$ cat src/rtl/ex_issue_stage_pkg.sv
// ex_issue_stage_pkg
//   Shared widths, ALU function codes and the forward-select type used by the
//   issue stage, its operand mux and the surrounding pipeline.
package ex_issue_stage_pkg;

  localparam int DATA_W = 32;
  localparam int REG_W  = 5;
  localparam int OP_W   = 6;

  localparam logic [OP_W-1:0] OP_NOP = 6'b000000;
  localparam logic [OP_W-1:0] OP_ADD = 6'b100000;
  localparam logic [OP_W-1:0] OP_SUB = 6'b100010;
  localparam logic [OP_W-1:0] OP_AND = 6'b100100;
  localparam logic [OP_W-1:0] OP_OR  = 6'b100101;

  typedef enum logic [1:0] {
    FWD_NONE  = 2'd0,
    FWD_EXMEM = 2'd1,
    FWD_MEMWB = 2'd2
  } fwdSel_e;

endpackage

$ cat src/rtl/ex_issue_stage_if.sv
// ex_issue_stage_if
//   Bundles every non-clock, non-reset signal of the issue stage.
//   slave  : the issue stage's view (decode and forwarding inputs, EX outputs)
//   master : the environment's view (drives decode/forwarding, observes EX)
interface ex_issue_stage_if;
  import ex_issue_stage_pkg::*;

  // decode side
  logic              id_valid;
  logic              id_ready;
  logic [OP_W-1:0]   id_op;
  logic [REG_W-1:0]  id_rs;
  logic [REG_W-1:0]  id_rt;
  logic [REG_W-1:0]  id_rd;
  logic [DATA_W-1:0] id_rs_data;
  logic [DATA_W-1:0] id_rt_data;
  logic [DATA_W-1:0] id_imm;
  logic              id_use_imm;
  logic              id_reg_write;
  logic              id_mem_read;
  logic              flush;

  // forwarding sources
  logic              ex_mem_reg_write;
  logic              ex_mem_mem_read;
  logic [REG_W-1:0]  ex_mem_rd;
  logic [DATA_W-1:0] ex_mem_result;
  logic              mem_wb_reg_write;
  logic [REG_W-1:0]  mem_wb_rd;
  logic [DATA_W-1:0] mem_wb_data;

  // EX side
  logic              ex_ready;
  logic              ex_valid;
  logic [DATA_W-1:0] alu_a;
  logic [DATA_W-1:0] alu_b;
  logic [OP_W-1:0]   alu_op;
  logic [REG_W-1:0]  ex_rd;
  logic              ex_reg_write;
  logic              ex_mem_read;
  logic [31:0]       stall_count;

  modport slave (
    input  id_valid, id_op, id_rs, id_rt, id_rd, id_rs_data, id_rt_data, id_imm,
           id_use_imm, id_reg_write, id_mem_read, flush,
           ex_mem_reg_write, ex_mem_mem_read, ex_mem_rd, ex_mem_result,
           mem_wb_reg_write, mem_wb_rd, mem_wb_data, ex_ready,
    output id_ready, ex_valid, alu_a, alu_b, alu_op, ex_rd, ex_reg_write,
           ex_mem_read, stall_count
  );

  modport master (
    output id_valid, id_op, id_rs, id_rt, id_rd, id_rs_data, id_rt_data, id_imm,
           id_use_imm, id_reg_write, id_mem_read, flush,
           ex_mem_reg_write, ex_mem_mem_read, ex_mem_rd, ex_mem_result,
           mem_wb_reg_write, mem_wb_rd, mem_wb_data, ex_ready,
    input  id_ready, ex_valid, alu_a, alu_b, alu_op, ex_rd, ex_reg_write,
           ex_mem_read, stall_count
  );
endinterface

$ cat src/rtl/ex_issue_stage_operand_forward_mux.sv
// operand_forward_mux
//   Picks the newest value of one ALU operand.
//   storedVal/srcReg : operand latched at issue and its source register
//   enable           : operand is register-sourced (cleared for immediates)
//   exMem* / memWb*  : results of the two younger-than-regfile producers
//   value / sel      : resolved operand and which source supplied it
module operand_forward_mux
  import ex_issue_stage_pkg::*;
(
  input  logic [DATA_W-1:0] storedVal,
  input  logic [REG_W-1:0]  srcReg,
  input  logic              enable,
  input  logic              exMemRegWrite,
  input  logic              exMemMemRead,
  input  logic [REG_W-1:0]  exMemRd,
  input  logic [DATA_W-1:0] exMemResult,
  input  logic              memWbRegWrite,
  input  logic [REG_W-1:0]  memWbRd,
  input  logic [DATA_W-1:0] memWbData,
  output logic [DATA_W-1:0] value,
  output fwdSel_e           sel
);

  logic exMemHit;
  logic memWbHit;

  // A load in EX/MEM has no data yet, so it can never be a forward source;
  // the hazard logic upstream guarantees we never need it. Register 0 is
  // hard-wired and is never forwarded.
  assign exMemHit = enable && exMemRegWrite && !exMemMemRead &&
                    (exMemRd != '0) && (exMemRd == srcReg);
  assign memWbHit = enable && memWbRegWrite &&
                    (memWbRd != '0) && (memWbRd == srcReg);

  always_comb begin
    value = storedVal;
    sel   = FWD_NONE;
    if (exMemHit) begin
      value = exMemResult;
      sel   = FWD_EXMEM;
    end else if (memWbHit) begin
      value = memWbData;
      sel   = FWD_MEMWB;
    end
  end

endmodule

$ cat src/rtl/ex_issue_stage.sv
// ex_issue_stage
//   ID/EX pipeline register feeding the ALU. Latches one decoded instruction,
//   forwards operands from EX/MEM and MEM/WB, inserts one bubble per load-use
//   hazard, holds under EX back-pressure and empties on flush.
//   clk   : single clock, rising edge
//   reset : asynchronous, active-high
//   bus   : ex_issue_stage_if.slave (decode handshake, forwarding, EX outputs)
module ex_issue_stage
  import ex_issue_stage_pkg::*;
(
  input logic clk,
  input logic reset,
  ex_issue_stage_if.slave bus
);

  logic              exValid;
  logic [OP_W-1:0]   aluOp;
  logic [REG_W-1:0]  exRd;
  logic              exRegWrite;
  logic              exMemRead;
  logic [REG_W-1:0]  rsReg;
  logic [REG_W-1:0]  rtReg;
  logic              useImm;
  logic [DATA_W-1:0] aVal;
  logic [DATA_W-1:0] bVal;
  logic [31:0]       stallCount;

  logic [DATA_W-1:0] aluA;
  logic [DATA_W-1:0] aluB;
  fwdSel_e           aSel;
  fwdSel_e           bSel;

  logic hz;
  logic idReady;
  logic accept;

  // A load sitting here cannot supply its data to the instruction behind it
  // until it reaches MEM/WB, so a dependent consumer must wait one cycle.
  assign hz = exValid && exMemRead && (exRd != '0) &&
              ((bus.id_rs == exRd) || (!bus.id_use_imm && (bus.id_rt == exRd)));

  assign idReady = !bus.flush && !hz && (!exValid || bus.ex_ready);
  assign accept  = bus.id_valid && idReady;

  operand_forward_mux muxA (
    .storedVal     (aVal),
    .srcReg        (rsReg),
    .enable        (1'b1),
    .exMemRegWrite (bus.ex_mem_reg_write),
    .exMemMemRead  (bus.ex_mem_mem_read),
    .exMemRd       (bus.ex_mem_rd),
    .exMemResult   (bus.ex_mem_result),
    .memWbRegWrite (bus.mem_wb_reg_write),
    .memWbRd       (bus.mem_wb_rd),
    .memWbData     (bus.mem_wb_data),
    .value         (aluA),
    .sel           (aSel)
  );

  operand_forward_mux muxB (
    .storedVal     (bVal),
    .srcReg        (rtReg),
    .enable        (!useImm),
    .exMemRegWrite (bus.ex_mem_reg_write),
    .exMemMemRead  (bus.ex_mem_mem_read),
    .exMemRd       (bus.ex_mem_rd),
    .exMemResult   (bus.ex_mem_result),
    .memWbRegWrite (bus.mem_wb_reg_write),
    .memWbRd       (bus.mem_wb_rd),
    .memWbData     (bus.mem_wb_data),
    .value         (aluB),
    .sel           (bSel)
  );

  // Priority: flush, accept, bubble, drain, hold. While holding, any operand
  // currently being forwarded is captured, because its producer may retire
  // before EX finally takes the instruction.
  always_ff @(posedge clk or posedge reset) begin
    if (reset) begin
      exValid    <= 1'b0;
      aluOp      <= OP_NOP;
      exRd       <= '0;
      exRegWrite <= 1'b0;
      exMemRead  <= 1'b0;
      rsReg      <= '0;
      rtReg      <= '0;
      useImm     <= 1'b0;
      aVal       <= '0;
      bVal       <= '0;
      stallCount <= '0;
    end else if (bus.flush) begin
      exValid    <= 1'b0;
      aluOp      <= OP_NOP;
      exRegWrite <= 1'b0;
      exMemRead  <= 1'b0;
    end else if (accept) begin
      exValid    <= 1'b1;
      aluOp      <= bus.id_op;
      exRd       <= bus.id_rd;
      exRegWrite <= bus.id_reg_write;
      exMemRead  <= bus.id_mem_read;
      rsReg      <= bus.id_rs;
      rtReg      <= bus.id_rt;
      useImm     <= bus.id_use_imm;
      aVal       <= bus.id_rs_data;
      bVal       <= bus.id_use_imm ? bus.id_imm : bus.id_rt_data;
    end else if (hz && bus.ex_ready) begin
      exValid    <= 1'b0;
      aluOp      <= OP_NOP;
      exRegWrite <= 1'b0;
      exMemRead  <= 1'b0;
      if (stallCount != 32'hFFFF_FFFF) begin
        stallCount <= stallCount + 32'd1;
      end
    end else if (bus.ex_ready) begin
      exValid <= 1'b0;
    end else if (exValid) begin
      if (aSel != FWD_NONE) begin
        aVal <= aluA;
      end
      if (bSel != FWD_NONE) begin
        bVal <= aluB;
      end
    end
  end

  assign bus.id_ready     = idReady;
  assign bus.ex_valid     = exValid;
  assign bus.alu_a        = aluA;
  assign bus.alu_b        = aluB;
  assign bus.alu_op       = aluOp;
  assign bus.ex_rd        = exRd;
  assign bus.ex_reg_write = exRegWrite;
  assign bus.ex_mem_read  = exMemRead;
  assign bus.stall_count  = stallCount;

endmodule

$ cat src/flat_wrapper.sv
// flat-port wrapper written by rule: the top's interface ports become plain ports
module ex_issue_stage_flat import ex_issue_stage_pkg::*;
  (clk, reset, bus_id_valid, bus_id_op, bus_id_rs, bus_id_rt, bus_id_rd, bus_id_rs_data, bus_id_rt_data, bus_id_imm, bus_id_use_imm, bus_id_reg_write, bus_id_mem_read, bus_flush, bus_ex_mem_reg_write, bus_ex_mem_mem_read, bus_ex_mem_rd, bus_ex_mem_result, bus_mem_wb_reg_write, bus_mem_wb_rd, bus_mem_wb_data, bus_ex_ready, bus_id_ready, bus_ex_valid, bus_alu_a, bus_alu_b, bus_alu_op, bus_ex_rd, bus_ex_reg_write, bus_ex_mem_read, bus_stall_count);
  ex_issue_stage_if bus_i ();
  input logic clk;
  input logic reset;
  input wire logic [$bits(bus_i.id_valid)-1:0] bus_id_valid;
  input wire logic [$bits(bus_i.id_op)-1:0] bus_id_op;
  input wire logic [$bits(bus_i.id_rs)-1:0] bus_id_rs;
  input wire logic [$bits(bus_i.id_rt)-1:0] bus_id_rt;
  input wire logic [$bits(bus_i.id_rd)-1:0] bus_id_rd;
  input wire logic [$bits(bus_i.id_rs_data)-1:0] bus_id_rs_data;
  input wire logic [$bits(bus_i.id_rt_data)-1:0] bus_id_rt_data;
  input wire logic [$bits(bus_i.id_imm)-1:0] bus_id_imm;
  input wire logic [$bits(bus_i.id_use_imm)-1:0] bus_id_use_imm;
  input wire logic [$bits(bus_i.id_reg_write)-1:0] bus_id_reg_write;
  input wire logic [$bits(bus_i.id_mem_read)-1:0] bus_id_mem_read;
  input wire logic [$bits(bus_i.flush)-1:0] bus_flush;
  input wire logic [$bits(bus_i.ex_mem_reg_write)-1:0] bus_ex_mem_reg_write;
  input wire logic [$bits(bus_i.ex_mem_mem_read)-1:0] bus_ex_mem_mem_read;
  input wire logic [$bits(bus_i.ex_mem_rd)-1:0] bus_ex_mem_rd;
  input wire logic [$bits(bus_i.ex_mem_result)-1:0] bus_ex_mem_result;
  input wire logic [$bits(bus_i.mem_wb_reg_write)-1:0] bus_mem_wb_reg_write;
  input wire logic [$bits(bus_i.mem_wb_rd)-1:0] bus_mem_wb_rd;
  input wire logic [$bits(bus_i.mem_wb_data)-1:0] bus_mem_wb_data;
  input wire logic [$bits(bus_i.ex_ready)-1:0] bus_ex_ready;
  output wire logic [$bits(bus_i.id_ready)-1:0] bus_id_ready;
  output wire logic [$bits(bus_i.ex_valid)-1:0] bus_ex_valid;
  output wire logic [$bits(bus_i.alu_a)-1:0] bus_alu_a;
  output wire logic [$bits(bus_i.alu_b)-1:0] bus_alu_b;
  output wire logic [$bits(bus_i.alu_op)-1:0] bus_alu_op;
  output wire logic [$bits(bus_i.ex_rd)-1:0] bus_ex_rd;
  output wire logic [$bits(bus_i.ex_reg_write)-1:0] bus_ex_reg_write;
  output wire logic [$bits(bus_i.ex_mem_read)-1:0] bus_ex_mem_read;
  output wire logic [$bits(bus_i.stall_count)-1:0] bus_stall_count;
  assign bus_i.id_valid = bus_id_valid;
  assign bus_i.id_op = bus_id_op;
  assign bus_i.id_rs = bus_id_rs;
  assign bus_i.id_rt = bus_id_rt;
  assign bus_i.id_rd = bus_id_rd;
  assign bus_i.id_rs_data = bus_id_rs_data;
  assign bus_i.id_rt_data = bus_id_rt_data;
  assign bus_i.id_imm = bus_id_imm;
  assign bus_i.id_use_imm = bus_id_use_imm;
  assign bus_i.id_reg_write = bus_id_reg_write;
  assign bus_i.id_mem_read = bus_id_mem_read;
  assign bus_i.flush = bus_flush;
  assign bus_i.ex_mem_reg_write = bus_ex_mem_reg_write;
  assign bus_i.ex_mem_mem_read = bus_ex_mem_mem_read;
  assign bus_i.ex_mem_rd = bus_ex_mem_rd;
  assign bus_i.ex_mem_result = bus_ex_mem_result;
  assign bus_i.mem_wb_reg_write = bus_mem_wb_reg_write;
  assign bus_i.mem_wb_rd = bus_mem_wb_rd;
  assign bus_i.mem_wb_data = bus_mem_wb_data;
  assign bus_i.ex_ready = bus_ex_ready;
  assign bus_id_ready = bus_i.id_ready;
  assign bus_ex_valid = bus_i.ex_valid;
  assign bus_alu_a = bus_i.alu_a;
  assign bus_alu_b = bus_i.alu_b;
  assign bus_alu_op = bus_i.alu_op;
  assign bus_ex_rd = bus_i.ex_rd;
  assign bus_ex_reg_write = bus_i.ex_reg_write;
  assign bus_ex_mem_read = bus_i.ex_mem_read;
  assign bus_stall_count = bus_i.stall_count;
  ex_issue_stage u_core (.clk(clk), .reset(reset), .bus(bus_i));
endmodule
$ cat config.mk
export PLATFORM = sky130hd
export DESIGN_NAME = ex_issue_stage_flat
export DESIGN_NICKNAME = d
export VERILOG_FILES = /design/src/rtl/ex_issue_stage_pkg.sv /design/src/rtl/ex_issue_stage_if.sv /design/src/rtl/ex_issue_stage_operand_forward_mux.sv /design/src/rtl/ex_issue_stage.sv /design/src/flat_wrapper.sv
export SDC_FILE = /design/constraint.sdc
export NUM_CORES = 1
export LEC_CHECK = 0
export BUFFER_PORTS_ARGS = -buffer_cell sky130_fd_sc_hd__buf_4
export CORE_AREA = 8 8 139 141
export DETAILED_ROUTE_END_ITERATION = 8
export DIE_AREA = 0 0 147 149
export PLACE_DENSITY = 0.86
export SYNTH_ARGS = -nofsm -noshare
export SYNTH_HDL_FRONTEND = slang
export SYNTH_SLANG_ARGS = --single-unit
$ cat constraint.sdc
create_clock -name clk -period 7.45 [get_ports clk]
set_input_delay 0.3725 -clock clk [delete_from_list [all_inputs] [get_ports clk]]
set_output_delay 0.3725 -clock clk [all_outputs]
set_load 0.01 [all_outputs]
==> results.md <==
- Outcome: completed
- Skew-Pair Late Insertion Delay: 0.42 ns
- Setup Fix Bufs, Post-CTS: 0
- Count of warnings emitted by yosys: 0
- Cells after Synth: 987
- First DRT Iteration DRCs: ~570
- Fin crit share: a little over two fifths
- Number of primary I/O pins: ~310
- Register area share after synthesis: between 30% and 40%
- Total die area: about 22000 um2
- #FFs+latches synth: between 100 and 150
- Post-Route Utilization: 66.9%
- Total negative slack: 0 ns
- Placer's final routability congestion estimate: between 0.9 and 1
- Maximum fanout count along the critical path: 23
- Maximum count of clock buffers along a single path: 2
- Vias in the first global route: 8601
- Total nets after synthesis: 1190
- Max-cap viol count: 0
- Most common cell in the netlist: sky130_fd_sc_hd__nand2_1
- Synth cell types: between 40 and 50
- Pwr Density: 216 nW/um2
- Post-detailed-route wirelength per cell: 20.3 um
- Post-Synthesis Cell Area: between 8000 and 9000 um2
- Global-route wire length before repair: 46400 um
- Antenna violations before repair: 0
- Largest cells by area after synthesis: sky130_fd_sc_hd__dfrtp_1, sky130_fd_sc_hd__mux2i_1, sky130_fd_sc_hd__a21oi_1, sky130_fd_sc_hd__nand2_1, sky130_fd_sc_hd__o21ai_0
- Net Switching: a little under 0.0008 W
- Remaining antenna violation count: 0
- Total of buffers placed on input and output ports: roughly 310
- CTS tree: yes
- Clock Tree Root: sky130_fd_sc_hd__clkbuf_16
- Site Rows: 48
- Number of enable flip-flop cells after synthesis: 0
- Largest net degree at the start of global routing: 100
- Mean post-synth cell area: roughly 8.5 um2
- Slew at the pin with the worst max-slew slack: ~1.1 ns
- Clock network power share: 36.2%
- Area Overhead vs Synth: 36.8%
- Net count reported at finish: 1451
- Die Ht: about 150 um
- Reported leakage power: approximately 4.9 nW
- Type of element capturing the critical path: primary output
- Relative contribution of combinational cells to total power: between 20% and 30%
- Int Pwr: around 0.0017 W
- Data arrival at the endpoint of the critical path: between 2 and 3 ns
- Detailed-route wire length: ~30000 um
- Placed inst area: roughly 11000 um2
- Setup Viol. Count Final: 0
- Fraction of power consumed by sequential logic: 34.0%
- H-Tree Level Count: 4
- Max Fclk: 307 MHz
- Placeable core region: ~17000 um2
- HPWL Detailed: roughly 21000 um
- Most frequently used flop master after synthesis: sky130_fd_sc_hd__dfrtp_1
- Count of pins over their slew limit: 0
- All-Layer GR Usage: around a quarter
- Via Count: 8798
- Switching power as a share of total power: 31.9%
- Synth area leader: sky130_fd_sc_hd__dfrtp_1
- Clock-pin slew of the registers on the worst-case setup and hold paths: ~0.060 ns
- Worst hold-check path type: in2async
- RSZ-0062 raised after global routing: no
- Startpoint types: flip-flop
- Fraction of registers with async set or reset after synthesis: 100%
- Minimum period implied by the final worst setup slack: 3.26 ns
- DRT Pass-1 Iters: 5
- Cts bufs inserted: 17
- Clock sink count: roughly 120
- Worst slew margin: 28.1%
- CTS hold repair buffers: 0
- Total grt overflow: 0
- Share of layout cells above drive strength 1: between 20 and 30%
- Starting utilization of the core area: between 40% and 50%
- Worst clock skew: a little under 0.01 ns
- Worst IR drop on VDD: 144 uV
- PostCTS Resize Cnt: 0
- Top cells by count, synth: sky130_fd_sc_hd__nand2_1, sky130_fd_sc_hd__dfrtp_1, sky130_fd_sc_hd__a21oi_1
- DRC: 0
- Via density per instance: just under 6
- Final Hold Fails: 0
- Path type of the worst setup path: reg2out
- Die width: 147 um
- Worst Path Required: a little over 7 ns
- Share of the synthesized area in the top cell type: 36.3%
- Final Cell Area: 11400 um2
cell families (layout without fill, tap and decap cells):
logic type	Yosys count	in the layout	synth area share, %
AOI/OAI and AO/OA	306	306	22.8
xor gates and xnor gates	61	61	6.40
adders and majority gates	1	1	0.150
buffers and inverters	85	359	4.36
DFF	121	121	36.3
muxes	65	65	7.81
other	0	1	0
and+or+nand+nor	348	348	22.2
metrics by stage:
stage	cells	total power [W]	setup slack, ns	hold WS (ns)
2_1_floorplan	987	0.00121	3.86	0.478
3_3_place_gp	1454	0.00156	4.24	0.474
3_5_place_dp	1454	0.00158	4.14	0.484
4_1_cts	1486	0.00248	4.19	0.115
5_1_grt	1486	0.00258	4.01	0.138
6_report	1487	0.00246	4.19	0.0904
worst max-delay path, cell delays in order, from the launching register on:
cell,delay (ns)
sky130_fd_sc_hd__dfrtp_1,0.42
sky130_fd_sc_hd__xnor2_1,0.20
sky130_fd_sc_hd__nand4_1,0.20
sky130_fd_sc_hd__nor2_4,0.54
sky130_fd_sc_hd__buf_4,0.47
sky130_fd_sc_hd__mux2i_1,0.12
sky130_fd_sc_hd__o21ai_0,0.30
sky130_fd_sc_hd__buf_4,0.19
power groups by stage:
| stage | logic, W | registers (W) | clock network [W] |
|---|---|---|---|
| 6_report | 0.000734 | 0.000838 | 0.000892 |
| 3_3_place_gp | 0.000722 | 0.000840 | 0 |
| 2_1_floorplan | 0.000380 | 0.000831 | 0 |
| 5_1_grt | 0.000800 | 0.000848 | 0.000933 |
| 4_1_cts | 0.000738 | 0.000835 | 0.000902 |
| 3_5_place_dp | 0.000735 | 0.000845 | 0 |
metal layers:
layer  vias to the layer above  track usage (%)  wire (um)  share of wire (%)
li1                       4133                -          -                  -
met1                      4192             31.4      11700                 39
met2                       431             42.7      14500                 48
met3                        42             9.50       3260                 11
met4                         0             9.18        629                2.1
met5                         -                0          0                  0
flip-flops by register name, indices dropped and copies added, names as in the netlist:
name and cells:
u_core.bus.ex_reg_write 1, u_core.rsReg 5, u_core.aVal 32, u_core.rtReg 5
u_core.useImm 1, u_core.bVal 32, u_core.bus.ex_rd 5, u_core.bus.stall_count 32
u_core.bus.alu_op 6, u_core.bus.ex_mem_read 1, u_core.bus.ex_valid 1
final timing paths:
check	slack, ns	depth (start not counted)	startpoint	endpoint
setup / recovery	4.19	7	u_core.rtReg[2]	bus_alu_b[16]
hold / removal	0.09	2	reset	u_core.bus.alu_op[3]
setup reg to reg	4.30	8	u_core.bus.ex_rd[1]	u_core.bVal[28]
hold reg to reg	0.50	1	u_core.bus.alu_op[2]	u_core.bus.alu_op[2]
max in group asynchronous	6.00	3	reset	u_core.bVal[18]
min in group clk	0.15	3	bus_id_rd[1]	u_core.bus.ex_rd[1]
final cells by class:
type / instances / area, um2
Antenna cell: 1 / 2.50
Clock buffer: 18 / 439
Clock inverter: 14 / 199
Fill cell: 1410 / 5640
Inverter: 3 / 13.8
Multi-Input combinational cell: 781 / 5020
Sequential cell: 121 / 3030
Tap cell: 225 / 282
Timing Repair Buffer: 324 / 2430
cells in the final DEF (no fill, tap or decap), drive strengths merged:
cell,n
or4,5
nand2,126
ha,1
diode,1
or3,2
and3,33
o21ai,70
o211ai,1
nor4b,2
nor2,47
nand3,15
xor2,38
clkbuf,18
nor3b,1
a21o,36
xnor2,23
a31oi,32
a22o,9
a211oi,33
a32oi,29
dfrtp,121
nor3,10
mux2,1
a21oi,95
nor2b,34
bufinv,4
clkinvlp,4
and4,6
a22oi,1
buf,324
nand2b,2
clkinv,6
nor4,16
nand3b,36
and3b,1
or2,1
nand4,11
mux2i,64
inv,3
Note: power is estimated with default switching activity, not from simulation.
